==> config.mk <==
export PLATFORM = sky130hd
export DESIGN_NAME = grid_scan_driver
export DESIGN_NICKNAME = d
export VERILOG_FILES = /design/src/rtl/grid_scan_pkg.sv /design/src/rtl/grid_pos_decoder.sv /design/src/rtl/grid_scan_driver.sv
export SDC_FILE = /design/constraint.sdc
export NUM_CORES = 1
export LEC_CHECK = 0
export ABC_AREA = 0
export CELL_PAD_IN_SITES_DETAIL_PLACEMENT = 1
export CELL_PAD_IN_SITES_GLOBAL_PLACEMENT = 1
export CORE_ASPECT_RATIO = 1.2
export CORE_MARGIN = 1.5
export CORE_UTILIZATION = 40
export CTS_BUF_LIST = sky130_fd_sc_hd__clkbuf_2 sky130_fd_sc_hd__clkbuf_4 sky130_fd_sc_hd__clkbuf_8
export CTS_CLUSTER_DIAMETER = 150
export CTS_CLUSTER_SIZE = 8
export DETAILED_ROUTE_END_ITERATION = 8
export PLACE_DENSITY = 0.77
export SLEW_MARGIN = 20
export SYNTH_ARGS = -nofsm -noshare
export SYNTH_HDL_FRONTEND = slang
export SYNTH_SLANG_ARGS = --single-unit
==> constraint.sdc <==
create_clock -name clk -period 2 [get_ports clk]
set_input_delay 0.3 -clock clk [delete_from_list [all_inputs] [get_ports clk]]
set_output_delay 0.3 -clock clk [all_outputs]
set_load 0.01 [all_outputs]
==> src/rtl/grid_scan_pkg.sv <==
// ============================================================================
// grid_scan_pkg: shared scan-state encoding and grid geometry. Rev 1.0
// ============================================================================
`default_nettype none

package grid_scan_pkg;

  localparam int GRID_W    = 16;
  localparam int GRID_COLS = 8;
  localparam int GRID_ROWS = 2;

  typedef enum logic [1:0] {
    BLANK0 = 2'd0,
    ROW0   = 2'd1,
    BLANK1 = 2'd2,
    ROW1   = 2'd3
  } scan_state_t;

endpackage

`default_nettype wire

==> src/rtl/grid_pos_decoder.sv <==
// ============================================================================
// grid_pos_decoder: registered (col,row) of the single lit pixel of a grid. Rev 1.0
// ============================================================================
`default_nettype none

module grid_pos_decoder
  import grid_scan_pkg::*;
(
  input  logic              clk,
  input  logic              reset,
  input  logic [GRID_W-1:0] grid,
  output logic              pos_valid,
  output logic [2:0]        pos_col,
  output logic              pos_row
);

  logic       w_one_hot;
  logic [3:0] w_idx;

  // Index of the highest set bit; only meaningful when exactly one bit is set.
  always_comb begin
    w_idx = '0;
    for (int i = 0; i < GRID_W; i++) begin
      if (grid[i]) w_idx = 4'(i);
    end
  end

  assign w_one_hot = (grid != '0) && ((grid & (grid - GRID_W'(1))) == '0);

  always_ff @(posedge clk or posedge reset) begin
    if (reset) begin
      pos_valid <= 1'b0;
      pos_col   <= '0;
      pos_row   <= 1'b0;
    end else begin
      pos_valid <= w_one_hot;
      pos_col   <= w_one_hot ? w_idx[2:0] : 3'd0;
      pos_row   <= w_one_hot ? w_idx[3]   : 1'b0;
    end
  end

endmodule

`default_nettype wire

==> src/rtl/grid_scan_driver.sv <==
// ============================================================================
// grid_scan_driver: double-buffered 2x8 LED row scan with blanking and PWM;
// optional pixel position decode under GRID_SCAN_POS_DECODE_EN. Rev 1.0
// ============================================================================
`default_nettype none

module grid_scan_driver
  import grid_scan_pkg::*;
#(
  parameter int ROW_LOG2     = 10,
  parameter int BLANK_CYCLES = 16,
  parameter int BRIGHT_W     = 3
) (
  input  logic                 clk,
  input  logic                 reset,
  input  logic [GRID_W-1:0]    grid_in,
  input  logic                 load,
  output logic                 load_ack,
  input  logic [BRIGHT_W-1:0]  brightness,
  output logic [GRID_ROWS-1:0] row_en,
  output logic [GRID_COLS-1:0] col_out,
  output logic                 frame_done,
  output logic                 pos_valid,
  output logic [2:0]           pos_col,
  output logic                 pos_row
);

  localparam int BLANK_W = $clog2(BLANK_CYCLES + 1);
  localparam int DWELL_W = (ROW_LOG2 > BLANK_W) ? ROW_LOG2 : BLANK_W;
  localparam logic [DWELL_W-1:0] BLANK_LAST = DWELL_W'(BLANK_CYCLES - 1);
  localparam logic [DWELL_W-1:0] ROW_LAST   = DWELL_W'((1 << ROW_LOG2) - 1);

  scan_state_t          r_state;
  scan_state_t          w_next;
  logic [DWELL_W-1:0]   r_dwell;
  logic                 w_last;
  logic [GRID_W-1:0]    r_disp;
  logic [GRID_W-1:0]    r_shadow;
  logic                 r_pending;
  logic                 r_wrap_d;
  logic                 r_swap_d;
  logic                 w_wrap;
  logic                 w_pwm_on;
  logic [GRID_ROWS-1:0] w_row_en;
  logic [GRID_COLS-1:0] w_col;

  always_ff @(posedge clk or posedge reset) begin
    if (reset) begin
      r_state <= BLANK0;
      r_dwell <= '0;
    end else begin
      r_state <= w_next;
      r_dwell <= w_last ? '0 : r_dwell + 1'b1;
    end
  end

  always_comb begin
    w_last = 1'b0;
    case (r_state)
      BLANK0, BLANK1: w_last = (r_dwell == BLANK_LAST);
      default:        w_last = (r_dwell == ROW_LAST);
    endcase
    w_next = r_state;
    if (w_last) begin
      case (r_state)
        BLANK0:  w_next = ROW0;
        ROW0:    w_next = BLANK1;
        BLANK1:  w_next = ROW1;
        default: w_next = BLANK0;
      endcase
    end
  end

  // PWM compares the top BRIGHT_W dwell bits, so each level adds an equal slice.
  always_comb begin
    w_row_en = '0;
    w_col    = '0;
    w_pwm_on = (r_dwell[ROW_LOG2-1 -: BRIGHT_W] <= brightness);
    w_wrap   = (r_state == ROW1) && w_last;
    case (r_state)
      ROW0: begin
        w_row_en = 2'b01;
        if (w_pwm_on) w_col = r_disp[GRID_COLS-1:0];
      end
      ROW1: begin
        w_row_en = 2'b10;
        if (w_pwm_on) w_col = r_disp[GRID_W-1 -: GRID_COLS];
      end
      default: ;
    endcase
  end

  // A load on the swap edge refills the shadow and keeps pending for the next frame.
  always_ff @(posedge clk or posedge reset) begin
    if (reset) begin
      r_disp     <= '0;
      r_shadow   <= '0;
      r_pending  <= 1'b0;
      r_wrap_d   <= 1'b0;
      r_swap_d   <= 1'b0;
      row_en     <= '0;
      col_out    <= '0;
      frame_done <= 1'b0;
      load_ack   <= 1'b0;
    end else begin
      if (load) begin
        r_shadow  <= grid_in;
        r_pending <= 1'b1;
      end else if (w_wrap) begin
        r_pending <= 1'b0;
      end
      if (w_wrap && r_pending) r_disp <= r_shadow;
      r_wrap_d   <= w_wrap;
      r_swap_d   <= w_wrap && r_pending;
      row_en     <= w_row_en;
      col_out    <= w_col;
      frame_done <= r_wrap_d;
      load_ack   <= r_swap_d;
    end
  end

`ifdef GRID_SCAN_POS_DECODE_EN
  grid_pos_decoder u_pos_decoder (
    .clk       (clk),
    .reset     (reset),
    .grid      (r_disp),
    .pos_valid (pos_valid),
    .pos_col   (pos_col),
    .pos_row   (pos_row)
  );
`else
  assign pos_valid = 1'b0;
  assign pos_col   = 3'd0;
  assign pos_row   = 1'b0;
`endif

endmodule

`default_nettype wire

==> results.sh, run 1 <==
export IMPL_grt_max_degree=60
export IMPL_required_ps=2210
export IMPL_end_kind="flip-flop"
export IMPL_ys_seq_area_frac=0.6051
export IMPL_p_int_uw=2005
export IMPL_antenna_found_initial=0
export IMPL_cpPeakStageDelay_ps=410
export IMPL_worstReg2RegEnd="r_disp[7]$_DFFE_PP0P_"
export IMPL_holdCritPathClass="input pin to asynchronous set/reset pin"
export IMPL_crit_type="flip-flop to flip-flop"
export IMPL_ff_latch_area_sq_mm=0.001476
export IMPL_cts_hold_buffers_added=0
export IMPL_reg2reg_setup_slack_ps=200
export IMPL_syn_to_final_growth_pct=28.26
export IMPL_wirelength_um=4484
export IMPL_worstReg2RegStart="r_dwell[6]$_DFF_PP0_"
export IMPL_post_dp_hpwl_um=3056
export IMPL_syn_cell_area_sq_mm=0.002440
export IMPL_path_clk_slew_ps=60
export IMPL_net_switching_power_uw=511.9
export IMPL_fin_setup_tns_ps=0
export IMPL_clk_path_buf_depth=2
export IMPL_ys_flop_type="dfrtp_1"
export IMPL_postCtsSetupBuffers=0
export IMPL_finalPower_uw=2517
export IMPL_avgSynthCellArea_sq_um=13.63
export IMPL_switching_share=0.2034
export IMPL_start_util=0.4085
export IMPL_synth_edff_count=0
export IMPL_ys_types=31
export IMPL_cp_max_fo=8
export IMPL_layout_drive_gt1_share=0.2759
export IMPL_diodes=0
export IMPL_synthCells=179
export IMPL_worst_path_buf_inv=1
export IMPL_period_minus_slack_ps=1804
export IMPL_synth_most_common_cell="dfrtp_1"
export IMPL_cts_root_buf="clkbuf_8"
export IMPL_io_buffer_count=33
export IMPL_multiInputGateArea_sq_um=880.8
export IMPL_cp_cell_sequence="and4_4 -> nand4_4 -> a211oi_4 -> buf_4 -> mux2_2"
export IMPL_drt_initial_drc_count=59
export IMPL_fin_nets=259
export IMPL_cts_resized_gates=0
export IMPL_die_y_um=88.56
export IMPL_via_count=1518
export IMPL_fin_crit_sh=0.9021
export IMPL_core_area_sq_mm=0.005973
export IMPL_drc=0
export IMPL_drtPass1Iterations=3
export IMPL_sequentialPowerShare=0.494
export IMPL_io_pin_count=39
export IMPL_nFillCells=645
export IMPL_grt_overflow_total=0
export IMPL_power_frac_clock=0.455
export IMPL_rsz0062_at_grt="no"
export IMPL_place_area_sq_mm=0.002919
export IMPL_slew_viol_final=0
export IMPL_setup_violations=0
export IMPL_status="completed"
export IMPL_cts_htree_levels=3
export IMPL_arrival_ps=2020
export IMPL_ff2ff_path_depth=5
export IMPL_via_per_inst=4.834
export IMPL_wl_per_cell_um=14.28
export IMPL_async_reset_ff_frac=1.000
export IMPL_ys_warn_count=0
export IMPL_yosys_register_bits=59
export IMPL_peakVddDrop_mv=0.3750
export IMPL_clock_sinks=59
export IMPL_cts_buffers=9
export IMPL_insertion_delay_ps=330
export IMPL_fmax_mhz=554.2
export IMPL_cts_tree="yes"
export IMPL_hold_viol=0
export IMPL_p_leak_uw=0.001454
export IMPL_gp_congestion=0.7039
export IMPL_p_comb_frac=0.050
export IMPL_die_x_um=74.30
export IMPL_grt_pass1_wl_um=7486
export IMPL_dieArea_sq_mm=0.006579
export IMPL_grt_pass1_vias=1537
export IMPL_synth_common_cells="dfrtp_1 (59), mux2_2 (33), nor2_1 (14), ha_1 (9), inv_1 (9)"
export IMPL_synthTopCellsByArea="dfrtp_1 (61%), mux2_2 (15%), ha_1 (4.6%), a22oi_1 (2.5%), nor2_1 (2.2%)"
export IMPL_fin_worst_skew_ps=5.840
export IMPL_drt_antenna_violating_nets=0
export IMPL_yosysTopAreaCellShare=0.6051
export IMPL_rows=31
export IMPL_path_depth=5
export IMPL_cp_top_family="simple AND/OR/NAND/NOR gates"
export IMPL_fin_area_sq_mm=0.003129
export IMPL_synth_top_area_cell="dfrtp_1"
export IMPL_p_per_area_mw_per_mm2=804.4
export IMPL_cp_start_kind="flip-flop"
export IMPL_cap_violations=0
export IMPL_critPathSlowestCell="dfrtp_1"
export IMPL_grt_usage=0.1562
## layer usage
layer  vias up  wire length, um  GRT usage
li1        701                -          -
met1       776             1917     0.1912
met2        30             2266     0.2468
met3        11              171    0.04556
met4         0              129    0.08595
met5         -                0          0
## area by class of cell
cell class / instances / share of cell area
Sequential cell: 59 / 0.4718
Multi-Input combinational cell: 105 / 0.2815
Timing Repair Buffer: 44 / 0.1359
Clock buffer: 10 / 0.04198
Tap cell: 82 / 0.03279
Clock inverter: 5 / 0.02519
Inverter: 9 / 0.01080
## cells by family (layout without fill, tap and decap cells)
logic type,Yosys count,after routing,share of synthesized area
compound gates,16,16,0.05283
xor+xnor,7,7,0.02513
fa+ha+maj,9,9,0.04615
buf+inv,19,68,0.04000
flops,59,59,0.6051
mux,34,34,0.1564
other cells,1,5,0.001537
simple gates,34,34,0.07282
## worst min-delay path, delay by kind of cell
kind | cells | cell delay (ps)
buf+inv | 3 | 760
## power by group through the flow
stage / Combinational (uW) / Sequential [uW] / Clock, uW
6_report: 126 / 1240 / 1150
5_1_grt: 141 / 1250 / 1240
2_1_floorplan: 74.1 / 1260 / 0
3_3_place_gp: 126 / 1270 / 0
4_1_cts: 130 / 1240 / 1190
3_5_place_dp: 130 / 1270 / 0
## worst max-delay path by stage
stage,start,end,slack (ps)
2_1_floorplan,r_dwell[5]$_DFF_PP0_,r_disp[0]$_DFFE_PP0P_,140
3_3_place_gp,brightness[1],col_out[3]$_DFF_PP0_,200
3_5_place_dp,brightness[1],col_out[3]$_DFF_PP0_,160
4_1_cts,r_dwell[5]$_DFF_PP0_,r_disp[7]$_DFFE_PP0P_,190
5_1_grt,r_dwell[5]$_DFF_PP0_,r_disp[7]$_DFFE_PP0P_,110
6_report,r_dwell[6]$_DFF_PP0_,r_disp[7]$_DFFE_PP0P_,200
## per-stage QoR
stage	std cells	hold slack (ps)	setup WS, ps	util
after CTS	314	349.1	194.7	0.5239
after global placement	299	336.9	195.5	0.4887
after global routing	314	362.6	113.1	0.5239
final	314	347.9	195.7	0.5239
after floorplan	183	331.2	137.6	-
after detailed placement	299	336.3	160.4	0.4887
## layout by cell type (no fill, tap or decap), drive strengths merged, types with 3 or more instances in the layout
cell / count
clkbuf: 10
clkinv: 3
dfrtp: 59
inv: 9
nor2: 14
nand3: 5
mux2: 33
conb: 5
ha: 9
xnor2: 3
buf: 11
nand2: 6
a22oi: 8
xor2: 4
clkdlybuf4s50: 33
## sequential cells by signal, summed over array words and instances, names as in the netlist
signal,count
r_shadow,16
row_en,2
frame_done,1
r_pending,1
r_state,2
col_out,8
r_dwell,10
r_disp,16
r_swap_d,1
r_wrap_d,1
load_ack,1
Power figures use the tool's default switching activity.
==> run 2: changes to the inputs <==
--- a/config.mk
+++ b/config.mk
@@ -16,6 +16,7 @@
 export CTS_CLUSTER_SIZE = 8
 export DETAILED_ROUTE_END_ITERATION = 8
 export PLACE_DENSITY = 0.77
+export RECOVER_POWER = 25
 export SLEW_MARGIN = 20
 export SYNTH_ARGS = -nofsm -noshare
 export SYNTH_HDL_FRONTEND = slang
==> run 2 against run 1 <==
Against the previous run:
- critical path depth did not move
- via count rose by 0.13%
- cell count did not move
- largest cell class unchanged
- hold slack improved by 3.4 ps
- setup slack improved by 1.6 ps
- clock skew barely moved
- combinational power fell by 3%
- global-route usage did not move
- sequential cell count did not move
- critical path type unchanged
- fmax barely moved
==> results.sh, run 2 (synthesized netlist as in run 1, its figures left out) <==
export IMPL_insertion_delay_ps=330
export IMPL_p_int_uw=2002
export IMPL_final_common_cell="dfrtp_1"
export IMPL_slew_viol_final=0
export IMPL_setup_violations=0
export IMPL_dp_slack_ps=160.4
export IMPL_cts_resized_gates=0
export IMPL_ff2ff_path_depth=5
export IMPL_fmax_mhz=554.7
export IMPL_worst_pin_slew_ps=1410
export IMPL_worstReg2RegStart="r_dwell[6]$_DFF_PP0_"
export IMPL_holdWs_ps=351.3
export IMPL_dieArea_sq_mm=0.006579
export IMPL_final_cell_mix="dfrtp_1 (59), mux2_2 (33), clkdlybuf4s50_1 (33)"
export IMPL_die_x_um=74.30
export IMPL_io_buffer_count=33
export IMPL_die_y_um=88.56
export IMPL_clock_sinks=59
export IMPL_switching_share=0.2036
export IMPL_worstReg2RegEnd="r_disp[7]$_DFFE_PP0P_"
export IMPL_cts_htree_levels=3
export IMPL_cts_tree="yes"
export IMPL_p_comb_frac=0.048
export IMPL_cp_start_kind="flip-flop"
export IMPL_cp_max_fo=8
export IMPL_required_ps=2210
export IMPL_diodes=0
export IMPL_hold_viol=0
export IMPL_postCtsSetupBuffers=0
export IMPL_rsz0062_at_grt="no"
export IMPL_start_util=0.4085
export IMPL_cts_root_buf="clkbuf_8"
export IMPL_clk_path_buf_depth=2
export IMPL_largestRegisters="r_disp (16), r_shadow (16), r_dwell (10)"
export IMPL_post_dp_hpwl_um=3056
export IMPL_syn_to_final_growth_pct=27.64
export IMPL_wl_per_cell_um=14.36
export IMPL_grt_pass1_vias=1537
export IMPL_holdCritPathClass="flip-flop to flip-flop"
export IMPL_drtPass1Iterations=3
export IMPL_whs_path_depth=0
export IMPL_sequentialPowerShare=0.495
export IMPL_hold_path_endpoint="load_ack$_DFF_PP0_"
export IMPL_worstHoldStart="r_swap_d$_DFF_PP0_"
export IMPL_gp_congestion=0.7039
export IMPL_grt_usage=0.1562
export IMPL_reg2reg_setup_slack_ps=200
export IMPL_wirelength_um=4508
export IMPL_fin_setup_tns_ps=0
export IMPL_crit_type="flip-flop to flip-flop"
export IMPL_via_per_inst=4.841
export IMPL_p_leak_uw=0.001446
export IMPL_drt_antenna_violating_nets=0
export IMPL_peakVddDrop_mv=0.3749
export IMPL_setup_ws_ps=197.3
export IMPL_status="completed"
export IMPL_net_switching_power_uw=511.8
export IMPL_via_count=1520
export IMPL_drt_initial_drc_count=57
export IMPL_antenna_found_initial=0
export IMPL_grt_overflow_total=0
export IMPL_period_minus_slack_ps=1803
export IMPL_fin_crit_sh=0.9013
export IMPL_place_area_sq_mm=0.002919
export IMPL_layout_drive_gt1_share=0.2716
export IMPL_power_frac_clock=0.456
export IMPL_arrival_ps=2020
export IMPL_cap_violations=0
export IMPL_grt_pass1_wl_um=7486
export IMPL_cts_hold_buffers_added=0
export IMPL_fin_nets=259
export IMPL_fin_area_sq_mm=0.003114
export IMPL_path_clk_slew_ps=60
export IMPL_fin_worst_skew_ps=5.840
export IMPL_core_area_sq_mm=0.005973
export IMPL_grt_max_degree=60
export IMPL_io_pin_count=39
export IMPL_relSlewSlack=0.06033
export IMPL_cts_buffers=9
export IMPL_drc=0
export IMPL_rows=31
export IMPL_p_per_area_mw_per_mm2=807.1
export IMPL_nFillCells=647
export IMPL_end_kind="flip-flop"
[run 2: cell count changes in the layout (fill, tap and decap cells not counted), sizes merged]
cell,previous run,this run
buf,11,10
clkbuf,10,11
clkinv,3,4
inv,9,8
[run 2: final cells by class]
class / count / area, sq um / area share
Sequential cell: 59 / 1476 / 0.4741
Multi-Input combinational cell: 105 / 880.8 / 0.2828
Timing Repair Buffer: 44 / 410.4 / 0.1318
Clock buffer: 10 / 131.4 / 0.04219
Tap cell: 82 / 102.6 / 0.03294
Clock inverter: 5 / 78.83 / 0.02531
Inverter: 9 / 33.78 / 0.01085
[run 2: how the worst max path moves through the flow]
stage               slack (ps)               endpoint  depth (start not counted)                 start
finish                     200  r_disp[7]$_DFFE_PP0P_                          5  r_dwell[6]$_DFF_PP0_
detailed placement         160   col_out[3]$_DFF_PP0_                          8         brightness[1]
global route               110  r_disp[7]$_DFFE_PP0P_                          5  r_dwell[5]$_DFF_PP0_
global placement           200   col_out[3]$_DFF_PP0_                          8         brightness[1]
floorplan                  140  r_disp[0]$_DFFE_PP0P_                          5  r_dwell[5]$_DFF_PP0_
CTS                        190  r_disp[7]$_DFFE_PP0P_                          5  r_dwell[5]$_DFF_PP0_
[run 2: routing by layer]
layer / vias up / part of all wire / track usage
met3: 11 / 0.038 / 0.04556
met1: 778 / 0.43 / 0.1912
met2: 30 / 0.50 / 0.2468
met4: 0 / 0.029 / 0.08595
li1: 701 / - / -
met5: - / 0 / 0
[run 2: stage by stage]
| stage | power (uW) | cells | utilization |
|---|---|---|---|
| 2_1_floorplan | 1332 | 183 | - |
| 3_3_place_gp | 1391 | 299 | 0.4887 |
| 3_5_place_dp | 1396 | 299 | 0.4887 |
| 4_1_cts | 2561 | 314 | 0.5239 |
| 5_1_grt | 2627 | 314 | 0.5214 |
| 6_report | 2513 | 314 | 0.5214 |
[run 2: critical path, cell delays in order (launching register included)]
cell and delay [ps]:
dfrtp_1 410, and4_4 270, nand4_4 160, a211oi_4 280, buf_4 200, mux2_2 350
[run 2: power groups by stage]
stage / logic (uW) / registers, uW / clock network (uW)
floorplan: 74.1 / 1260 / 0
global placement: 126 / 1270 / 0
detailed placement: 130 / 1270 / 0
CTS: 130 / 1240 / 1190
global route: 136 / 1250 / 1240
finish: 122 / 1240 / 1150
==> variant 1, RTL diff (config.mk and constraints of run 2) <==
Change the parameter `BLANK_CYCLES` from 16 to 8.
--- a/src/rtl/grid_scan_driver.sv
+++ b/src/rtl/grid_scan_driver.sv
@@ -10,3 +10,3 @@
   parameter int ROW_LOG2     = 10,
-  parameter int BLANK_CYCLES = 16,
+  parameter int BLANK_CYCLES = 8,
   parameter int BRIGHT_W     = 3
Check against the original RTL: not equivalent (a bounded check fails within 10 cycles, from zero or initial values and one cycle with reset high).
==> variant 1 against run 2 <==
Via count shrank 2.7%. Total power grew 2.9%. Clock power grew 6%. Wire length grew 3.9%. Synthesized area grew 0.21%. Maximum frequency shrank 6.4%. Count of clock-buffer cells in the layout grew 1. Setup slack lost 0.12 ns. Sequential cell count is the same. Cell area is essentially flat. Largest cell class unchanged. Highest routed layer unchanged.
==> variant 1: results (changes against run 2) <==
| Metric | Reported | Delta |
|:---|:---|:---|
| Outcome | finished clean |  |
| Worst-path cell with the longest stage delay | dfrtp_1 |  |
| Synth Area in Compound Gates | 0.0532 | +0.000404 |
| Portion of netlist area occupied by mux cells | 0.156 | -0.000320 |
| Asr flop ratio synth | 1.00 | unchanged |
| Routed Wire Length | 4.68 mm | +3.9% |
| Buffers inserted during post-CTS setup optimization | 0 | unchanged |
| Skew final | 0.00704 ns | +0.00120 ns |
| Crit. Startpoint | r_dwell[5] |  |
| Number of detailed-route iterations in the first pass | 4 | +1 |
| Proportion of synthesized chip area in sequential cells | 0.604 | -0.00124 |
| Worst hold path type | reg2reg |  |
| H-tree depth | 3 | unchanged |
| Seq. cell area | 1480 µm² | unchanged |
| Vias per inst | 4.76 | -1.8% |
| Vias in the first global route | 1584 | +3.1% |
| Endpoint of the worst setup timing path | r_disp[9] |  |
| R2R setup slack | 0.07 ns | -0.12 ns |
| Layout filler cell count | 632 | -2.3% |
| Adder-Cell Fraction of Synth Area | 0.0461 | -0.0000945 |
| Arrival time of data at the critical path endpoint | 2.13 ns | +0.11 ns |
| Proportion of layout cells with a drive suffix above 1 | 0.271 | -0.000809 |
| CP max stage delay | 0.44 ns | +0.03 ns |
| First-pass GRT wire length | 7.77 mm | +3.8% |
| Worst IR drop on VDD | 0.512 mV | +37% |
| Largest fanout on the critical path | 16 | +8 |
| Most area-consuming cells after synthesis | dfrtp_1 60%, mux2_2 15%, ha_1 4.6%, a22oi_1 2.5%, nor2_1 2.1% |  |
| XOR/XNOR Fraction of Synth Area | 0.0287 | +0.00353 |
| Routability-driven placement congestion ratio | 0.794 | +13% |
| Largest registers | r_disp x16, r_shadow x16, r_dwell x10 |  |
| Leakage power of the design | 1.43 nW | -1.1% |
| HPWL Detailed | 3.28 mm | +7.2% |
| Transition time at the pin with the least slew margin | 1.44 ns | +0.0287 ns |
| Ranking of synthesized cells by instance count | 59 x dfrtp_1, 33 x mux2_2, 14 x nor2_1, 9 x ha_1 |  |
| Count of vias placed by the detailed router | 1479 | -2.7% |
| Distinct cell type count of the synthesized netlist | 32 | +3.2% |
| Final nets | 255 | -1.5% |
| Number of antenna violations at the first check in global routing | 0 | unchanged |
| Fmax achieved | 519 MHz | -6.4% |
| Total placed instance area | 2900 µm² | -0.51% |
| Number of cells upsized or downsized after cts | 0 | unchanged |
| Worst slack after detailed placement | 0.0722 ns | -0.0882 ns |
| Starting DRT DRC Count | 62 | +8.8% |
| Total global-route track usage | 0.163 | +0.00645 |
| Net load switching power | 0.527 mW | +2.9% |
| Total clock buffers created by CTS | 9 | unchanged |
==> variant 1: stage by stage <==
stage | cells | total power [mW]
finish | 311 | 2.59
global route | 311 | 2.68
detailed placement | 295 | 1.40
CTS | 311 | 2.62
floorplan | 182 | 1.33
global placement | 295 | 1.39
==> variant 1: power by group through the flow <==
stage | logic [mW] | clock network [mW] | registers (mW)
2_1_floorplan | 0.0738 | 0 | 1.26
3_3_place_gp | 0.126 | 0 | 1.26
3_5_place_dp | 0.130 | 0 | 1.27
4_1_cts | 0.130 | 1.24 | 1.24
5_1_grt | 0.135 | 1.30 | 1.25
6_report | 0.122 | 1.22 | 1.24
==> variant 1: area by class of cell <==
type | count | area share
Clock buffer | 11 | 0.0486
Clock inverter | 5 | 0.0241
Inverter | 8 | 0.00964
Multi-Input combinational cell | 105 | 0.282
Sequential cell | 59 | 0.474
Tap cell | 82 | 0.0329
Timing Repair Buffer | 41 | 0.129
==> variant 1: worst max-delay path: cells and delay by family, from the launching register on <==
kind	cells	cell delay, ns
flip-flops	1	0.44
AO/OA/AOI/OAI	1	0.32
multiplexers	1	0.34
buffers and inverters	1	0.19
AND/OR/NAND/NOR	2	0.51
==> variant 1: routing by layer <==
layer	global-route usage	vias up	wire, µm
met3	0.0376	7	119
met2	0.274	26	2480
met4	0.0793	0	76
li1	-	692	-
met1	0.194	754	2000
met5	0	-	0
==> variant 1: worst min path at each step <==
stage | from | to | slack (ns) | cells after the start
3_3_place_gp | r_swap_d | load_ack | 0.33 | 0
2_1_floorplan | r_wrap_d | frame_done | 0.33 | 0
6_report | r_swap_d | load_ack | 0.37 | 0
5_1_grt | r_swap_d | load_ack | 0.37 | 0
4_1_cts | reset | col_out[6] | 0.35 | 3
3_5_place_dp | r_swap_d | load_ack | 0.35 | 0
==> variant 2, RTL diff (config.mk and constraints of run 2) <==
Made on the original files. The 4 states of `scan_state_t` get a one-hot encoding in 4 bits.
--- a/src/rtl/grid_scan_pkg.sv
+++ b/src/rtl/grid_scan_pkg.sv
@@ -11,7 +11,7 @@
 
-  typedef enum logic [1:0] {
-    BLANK0 = 2'd0,
-    ROW0   = 2'd1,
-    BLANK1 = 2'd2,
-    ROW1   = 2'd3
+  typedef enum logic [3:0] {
+    BLANK0 = 4'b0001,
+    ROW0   = 4'b0010,
+    BLANK1 = 4'b0100,
+    ROW1   = 4'b1000
   } scan_state_t;
Check against the original RTL: no difference found for any inputs over 10 cycles, from zero or initial values and one cycle with reset high; not proved beyond that.
==> variant 2 against run 2 <==
Total power is 6.0% lower. Setup slack worse by 0.19 ns. Highest routed layer unchanged. Critical path type unchanged. Sequential cell count is 2 higher. Die area is 4.5% higher. Hold slack worse by 0.0046 ns. Largest power group unchanged. Critical path depth stayed put. Synthesized area is 4.7% higher. Cell area is 3.7% higher. Wire length is 8.1% higher.
==> variant 2: results (changes against run 2) <==
| Metric | Reported | Delta |
|:---|:---|:---|
| Most area-consuming cells after synthesis | dfrtp_1 59%, mux2_2 11%, mux2_4 5.9%, nor2_1 2.5%, a22oi_1 2.4% |  |
| Outcome | finished clean |  |
| First-pass GRT wire length | 8.76 mm | +17% |
| Final nets | 263 | +1.5% |
| Proportion of synthesized chip area in sequential cells | 0.598 | -0.00689 |
| Proportion of layout cells with a drive suffix above 1 | 0.307 | +0.0355 |
| Skew final | 0.00706 ns | +0.00122 ns |
| HPWL Detailed | 3.43 mm | +12% |
| Distinct cell type count of the synthesized netlist | 34 | +9.7% |
| Average detailed-routed wire length per instance | 15.1 µm | +5.1% |
| CP max stage delay | 0.55 ns | +0.14 ns |
| Shortest period the worst path allows | 2.00 ns | +0.193 ns |
| Worst-path cell with the longest stage delay | dfstp_2 |  |
| Vias in the first global route | 1797 | +17% |
| CP delay by family, top | compound AO/OA/AOI/OAI gates |  |
| Transition time at the pin with the least slew margin | 0.691 ns | -0.719 ns |
| Count of vias placed by the detailed router | 1581 | +4.0% |
| Ranking of synthesized cells by instance count | 60 x dfrtp_1, 26 x mux2_2, 17 x nor2_1, 10 x mux2_4 |  |
| Largest fanout on the critical path | 16 | +8 |
| Number of detailed-route iterations in the first pass | 4 | +1 |
| Worst IR drop on VDD | 0.498 mV | +33% |
| Starting DRT DRC Count | 35 | -39% |
| Total global-route track usage | 0.165 | +0.00858 |
| Worst hold slack after final layout | 0.347 ns | -0.00456 ns |
| Maximum number of pins on one net before global-route repair | 29 | -52% |
-- variant 2: logic make-up after synthesis --
logic type	synth area share
other	0.00147
buffers and inverters	0.0421
adder cells (fa/ha/maj)	0.0196
multiplexers	0.173
flip-flops	0.598
AO/OA/AOI/OAI	0.0490
AND/OR/NAND/NOR	0.0857
XOR/XNOR	0.0304
-- variant 2: power by group --
group	internal, mW	total [mW]	switching (mW)
sequential	1.27	1.28	0.0158
clock	0.515	0.957	0.442
combinational	0.0711	0.123	0.0515
-- variant 2: area by class of cell --
type,instances,share of cell area
Multi-Input combinational cell,109,0.293
Clock buffer,13,0.0496
Tap cell,82,0.0318
Sequential cell,61,0.473
Timing Repair Buffer,48,0.140
Inverter,8,0.00930
Clock inverter,2,0.00310
-- variant 2: path summary, 6_finish.rpt --
check | start | to | depth (start not counted)
worst max register to register | r_state[0] | r_disp[12] | 5
min in group asynchronous | reset | r_disp[6] | 2
max in group asynchronous | reset | r_shadow[4] | 3
worst min-delay path | r_swap_d | load_ack | 0
worst max-delay path | r_state[0] | r_disp[12] | 5
worst min register to register | r_swap_d | load_ack | 0
-- variant 2: what timing repair did --
action / in CTS / in global routing
setup endpoints to repair: 0 / 19
endpoints found under the hold margin: 0 / 0
hold buffers: 0 / 0
resized for setup: 0 / 1
-- variant 2: per-stage QoR --
stage,cells,power (mW),TNS [ns],area [µm²]
6_report,323,2.36,0,3230
5_1_grt,323,2.46,-0.124,3230
4_1_cts,323,2.40,0,3240
3_5_place_dp,308,1.44,0,3070
3_3_place_gp,308,1.43,0,3070
2_1_floorplan,189,1.37,-0.377,2570
-- variant 2: routing by layer --
metal / global-route usage / part of all wire
met2: 0.279 / 0.52
met4: 0.0571 / 0.016
met3: 0.0545 / 0.038
met1: 0.197 / 0.43
met5: 0 / 0
